==> src/rtl/glb_core_pcfg_switch.sv <==
// Config-stream switch for a GLB tile: selects the local PC DMA stream or the west stream,
// forwards it east after one stage and to the CGRA after PIPE_DEPTH stages. Optional macro: GLB_PCFG_COLLISION_CHK_EN.
module glb_core_pcfg_switch #(
    parameter int CFG_ADDR_W = 32,
    parameter int CFG_DATA_W = 32,
    parameter int PIPE_DEPTH = 2,
    parameter int CNT_W      = 16
) (
    input  logic                  clk,
    input  logic                  reset,
    input  logic                  cfg_pc_dma_mode,
    input  logic                  pc_wr_en,
    input  logic [CFG_ADDR_W-1:0] pc_addr,
    input  logic [CFG_DATA_W-1:0] pc_data,
    input  logic                  w_rd_en,
    input  logic                  w_wr_en,
    input  logic [CFG_ADDR_W-1:0] w_addr,
    input  logic [CFG_DATA_W-1:0] w_data,
    output logic                  e_rd_en,
    output logic                  e_wr_en,
    output logic [CFG_ADDR_W-1:0] e_addr,
    output logic [CFG_DATA_W-1:0] e_data,
    output logic                  cgra_rd_en,
    output logic                  cgra_wr_en,
    output logic [CFG_ADDR_W-1:0] cgra_addr,
    output logic [CFG_DATA_W-1:0] cgra_data,
    input  logic                  cnt_clr,
    output logic [CNT_W-1:0]      wr_cnt,
    output logic                  collision_err
);

    typedef struct packed {
        logic                  rd_en;
        logic                  wr_en;
        logic [CFG_ADDR_W-1:0] addr;
        logic [CFG_DATA_W-1:0] data;
    } cfg_t;

    localparam logic [CNT_W-1:0] CNT_MAX = '1;

    cfg_t sel;
    cfg_t pipe [PIPE_DEPTH];

    // Idle beats carry zero addr/data so downstream tiles never see stale payloads.
    always_comb begin
        sel = '0;
        if (cfg_pc_dma_mode) begin
            sel.rd_en = 1'b0;
            sel.wr_en = pc_wr_en;
            sel.addr  = pc_addr;
            sel.data  = pc_data;
        end else begin
            sel.rd_en = w_rd_en;
            sel.wr_en = w_wr_en;
            sel.addr  = w_addr;
            sel.data  = w_data;
        end
        if (!sel.rd_en && !sel.wr_en) begin
            sel.addr = '0;
            sel.data = '0;
        end
    end

    // Stage 0 feeds the east tile; the last stage feeds the CGRA columns.
    always_ff @(posedge clk or posedge reset) begin
        if (reset) begin
            for (int i = 0; i < PIPE_DEPTH; i++) pipe[i] <= '0;
        end else begin
            pipe[0] <= sel;
            for (int i = 1; i < PIPE_DEPTH; i++) pipe[i] <= pipe[i-1];
        end
    end

    assign e_rd_en    = pipe[0].rd_en;
    assign e_wr_en    = pipe[0].wr_en;
    assign e_addr     = pipe[0].addr;
    assign e_data     = pipe[0].data;
    assign cgra_rd_en = pipe[PIPE_DEPTH-1].rd_en;
    assign cgra_wr_en = pipe[PIPE_DEPTH-1].wr_en;
    assign cgra_addr  = pipe[PIPE_DEPTH-1].addr;
    assign cgra_data  = pipe[PIPE_DEPTH-1].data;

    always_ff @(posedge clk or posedge reset) begin
        if (reset) begin
            wr_cnt <= '0;
        end else if (cnt_clr) begin
            wr_cnt <= '0;
        end else if (cgra_wr_en && (wr_cnt != CNT_MAX)) begin
            wr_cnt <= wr_cnt + 1'b1;
        end
    end

`ifdef GLB_PCFG_COLLISION_CHK_EN
    // West traffic arriving while the local DMA owns the stream is lost; flag it until cleared.
    always_ff @(posedge clk or posedge reset) begin
        if (reset) begin
            collision_err <= 1'b0;
        end else if (cnt_clr) begin
            collision_err <= 1'b0;
        end else if (cfg_pc_dma_mode && (w_wr_en || w_rd_en)) begin
            collision_err <= 1'b1;
        end
    end
`else
    assign collision_err = 1'b0;
`endif

endmodule

==> config.mk <==
export PLATFORM = sky130hd
export DESIGN_NAME = glb_core_pcfg_switch
export DESIGN_NICKNAME = d
export VERILOG_FILES = /design/src/rtl/glb_core_pcfg_switch.sv
export SDC_FILE = /design/constraint.sdc
export NUM_CORES = 1
export LEC_CHECK = 0
export CORE_MARGIN = 1.5
export CORE_UTILIZATION = 39
export DETAILED_ROUTE_END_ITERATION = 8
export PLACE_DENSITY = 0.8
export SLEW_MARGIN = 20
export SYNTH_ARGS = -nofsm -noshare
export SYNTH_HDL_FRONTEND = slang
export SYNTH_SLANG_ARGS = --single-unit
export TNS_END_PERCENT = 1
==> constraint.sdc <==
create_clock -name clk -period 6.63 [get_ports clk]
set_clock_uncertainty 0.2 [all_clocks]
set_input_delay 1.326 -clock clk [delete_from_list [all_inputs] [get_ports clk]]
set_output_delay 1.326 -clock clk [all_outputs]
set_load 0.01 [all_outputs]
==> reports/results.md <==
| Metric | Value | Unit |
| --- | --- | --- |
| Fill cell instance count of the final layout | 921 | - |
| Final Routed Wirelength | 14.1 | mm |
| Antenna viol nets, final | 0 | - |
| Critical R2R Launch | wr_cnt[0]$_DFFE_PP0P_ | - |
| Post-DP HPWL | 10.0 | mm |
| Share of final-layout standard cells stronger than drive strength 1 | 6.55 | % |
| Number of distinct library cells after synthesis | 35 | - |
| Die outline height | 118 | um |
| Crit-path most repeated cell | buf_4 | - |
| Number of antenna violations at the first check in global routing | 0 | - |
| Critical Path, Cell by Cell | buf_4 -> mux2_2 -> nor2_4 -> buf_4 -> nor2_1 | - |
| Minimum setup slack among reg-to-reg paths | 4.32 | ns |
| Number of gates resized after CTS | 0 | - |
| Total Die Area | 14000 | um2 |
| Post-synth EDFFs | 0 | - |
| Root Buffer | clkbuf_16 | - |
| P per Cell Area | 266 | nW/um2 |
| Count of warnings emitted by yosys | 0 | - |
| Critical path capture point type | flip-flop | - |
| Required time at the worst-slack endpoint | 6.69 | ns |
| Type of the worst min-delay path | reg2reg | - |
| Worst Setup SP | cfg_pc_dma_mode | - |
| Initial cell density of the core | 40.5 | % |
| Core footprint | 12800 | um2 |
| Number of design-rule violations left by the first detailed-router iteration | 233 | - |
| Highest achievable clock rate | 303 | MHz |
| Transition at the pin with the smallest max-transition slack | 1.12 | ns |
| Register area | 3700 | um2 |
| Largest voltage drop on the vdd net | 154 | uV |
| Port buffer count | 282 | - |
| Worst reg2reg path endpoint | wr_cnt[14]$_DFFE_PP0P_ | - |
| Leading register cell type out of synthesis | dfrtp_1 | - |
| Total number of vias | 4005 | - |
| TritonCTS Sinks | 148 | - |
| Post-route non-filler standard cell count | 844 | - |
| Top Ports | 284 | - |
| CTS tree | yes | - |
| Post-synth net total | 509 | - |
| Sum Neg Setup Slack | 0 | ns |
| CTS H-tree depth | 4 | - |
| Number of buffers added to fix hold violations after cts | 0 | - |
| CP startpoint kind | input pin | - |
| Max transition margin | 25.0 | % |
| Total power | 2.34 | mW |
| Peak fanout along the critical path | 66 | - |
| WP depth | 5 | - |
| Number of buffers added for setup after CTS | 0 | - |
| Cell count after synthesis | 373 | - |
| Ant. Diodes | 0 | - |
| Die Width | 118 | um |
| First-pass GRT wire length | 22.0 | mm |
| Buffering stage count on the worst path with inverters included | 2 | - |
| Fin crit share | 49.8 | % |
| Routed via count divided by cell count | 4.75 | - |
| Largest buffer count on any clock path | 2 | - |
| Standard-cell row count | 41 | - |
| Avg WL per Cell | 16.8 | um |
| Relative area change from synthesis to final layout | 69.3 | % |
| Status | complete, no violations | - |
| Static Leakage | 3.93 | nW |
| Final nets | 796 | - |
| Weighted congestion reported at the end of routability-driven placement | 0.800 | - |
| All-Layer GR Usage | 20.6 | % |
| Register bit total from synthesis | 148 | - |
| Register-to-Register Path Depth | 5 | - |
| Number of placed instances with taps included | 813 | - |
| Number of clock buffers inserted by TritonCTS | 17 | - |
| Arrival time reported for the critical path endpoint | 3.36 | ns |
| Fraction of registers with async set/reset | 100 | % |
| Clock slew at the register clock pins of the worst setup and hold paths | 0.05 | ns |
| Setup violations, final | 0 | - |
| Unrepaired setup endpoints after global routing | false | - |
| Post-layout minimum cycle time | 3.30 | ns |
| Hold Vio Cnt, Final | 0 | - |
| CP Class | in2reg | - |
| Sequential area share after synthesis | 71.3 | % |
| Area of the mapped netlist | 5190 | um2 |
| Family of cells with the greatest summed delay on the critical path | buffers and inverters | - |
| Crit-path slowest cell | buf_4 | - |
| First drt pass iteration count | 4 | - |
| Crit path to | e_data[10]$_DFF_PP0_ | - |
| Total gr overflow | 0 | - |
| Critical path's largest stage delay | 0.78 | ns |
| Residual DRC | 0 | - |
| Footprint of the multi-input gates | 1410 | um2 |
| Via count of the first global-routing pass | 4209 | - |
| Maximum number of pins on one net before global-route repair | 105 | - |
| Clock latency reported for the late side of the worst-skew pair | 0.42 | ns |
| Number of max-cap violations | 0 | - |
| Post-synthesis average cell area | 13.9 | um2 |
| Final-report max-slew violation count | 0 | - |
cell families (layout without fill, tap and decap cells):
family | count (synthesis) | after routing | synth area share [%]
simple gates | 109 | 109 | 10.2
xor+xnor | 1 | 1 | 0.169
buf+inv | 19 | 318 | 1.64
compound gates | 26 | 26 | 3.23
fa+ha+maj | 1 | 1 | 0.241
flops | 148 | 148 | 71.3
other cells | 1 | 1 | 0.0722
mux | 68 | 68 | 13.2
per-stage QoR:
step           area [um2]  utilization [%]  worst slack, ns  hold WS [ns]
2_1_floorplan        5190                -             1.12         0.216
3_3_place_gp         8180             63.8             2.95         0.157
3_5_place_dp         8180             63.8             2.82         0.161
4_1_cts              8790             68.5             3.27         0.172
5_1_grt              8790             68.5             3.18         0.178
6_report             8790             68.5             3.33         0.171
power breakdown:
group          leakage, nW  internal (mW)  switching [mW]
clock                0.287          0.611           0.351
combinational         1.76          0.220           0.146
sequential            1.88          0.976          0.0342
sequential cells by signal (all words and copies together) (netlist names):
name and count:
cgra_addr 32, cgra_data 32, cgra_rd_en 1, cgra_wr_en 1
e_addr 32, e_data 32, e_rd_en 1, e_wr_en 1
wr_cnt 16
cells in the final DEF (no fill, tap or decap), types with 2 or more instances in the layout:
cell / instances
clkbuf_8: 6
nand3_1: 5
buf_4: 3
or3_1: 4
nor3_1: 3
dfrtp_1: 148
bufinv_16: 2
nand2_1: 6
and4_1: 2
or3_2: 4
nand4_4: 2
clkdlybuf4s50_1: 281
nor2b_1: 2
clkinvlp_4: 4
a21oi_1: 11
nor2_1: 70
or4_1: 2
and3_1: 2
mux2i_1: 66
o31ai_1: 2
nand4_1: 3
inv_1: 2
o21ai_0: 8
clkbuf_16: 17
synthesized netlist by cell type, types with 3 or more instances:
cell type,number,share of area (%)
dfrtp_1,148,71
nor2_1,71,5.1
mux2i_1,66,13
a21oi_1,11,1.1
buf_2,8,0.77
o21ai_0,8,0.77
nand2_1,6,0.43
clkbuf_1,5,0.36
nand3_1,5,0.48
or3_1,4,0.48
or3_2,4,0.58
inv_1,3,0.22
nand4_1,3,0.36
nor3_1,3,0.29
layer usage:
layer,GRT usage [%],vias up,share of wire (%)
met5,0,-,0
met4,9.04,0,3.0
met3,7.48,32,8.2
met1,21.5,1928,36
met2,37.2,193,53
li1,-,1852,-
how the worst min path moves through the flow:
stage | from | end | slack (ns) | cells after the start
2_1_floorplan | e_addr[0]$_DFF_PP0_ | cgra_addr[0]$_DFF_PP0_ | 0.22 | 0
3_3_place_gp | e_data[12]$_DFF_PP0_ | cgra_data[12]$_DFF_PP0_ | 0.16 | 0
3_5_place_dp | e_data[6]$_DFF_PP0_ | cgra_data[6]$_DFF_PP0_ | 0.16 | 0
4_1_cts | e_data[5]$_DFF_PP0_ | cgra_data[5]$_DFF_PP0_ | 0.17 | 0
5_1_grt | e_data[5]$_DFF_PP0_ | cgra_data[5]$_DFF_PP0_ | 0.18 | 0
6_report | e_data[5]$_DFF_PP0_ | cgra_data[5]$_DFF_PP0_ | 0.17 | 0
layout make-up:
cell class                      instances  share of cell area (%)
Sequential cell                       148                    42.1
Timing Repair Buffer                  284                    32.3
Multi-Input combinational cell        206                    16.1
Clock buffer                           24                    5.82
Tap cell                              172                    2.45
Clock inverter                          7                    1.08
Inverter                                3                   0.185
(Power assumes the default switching activity.)
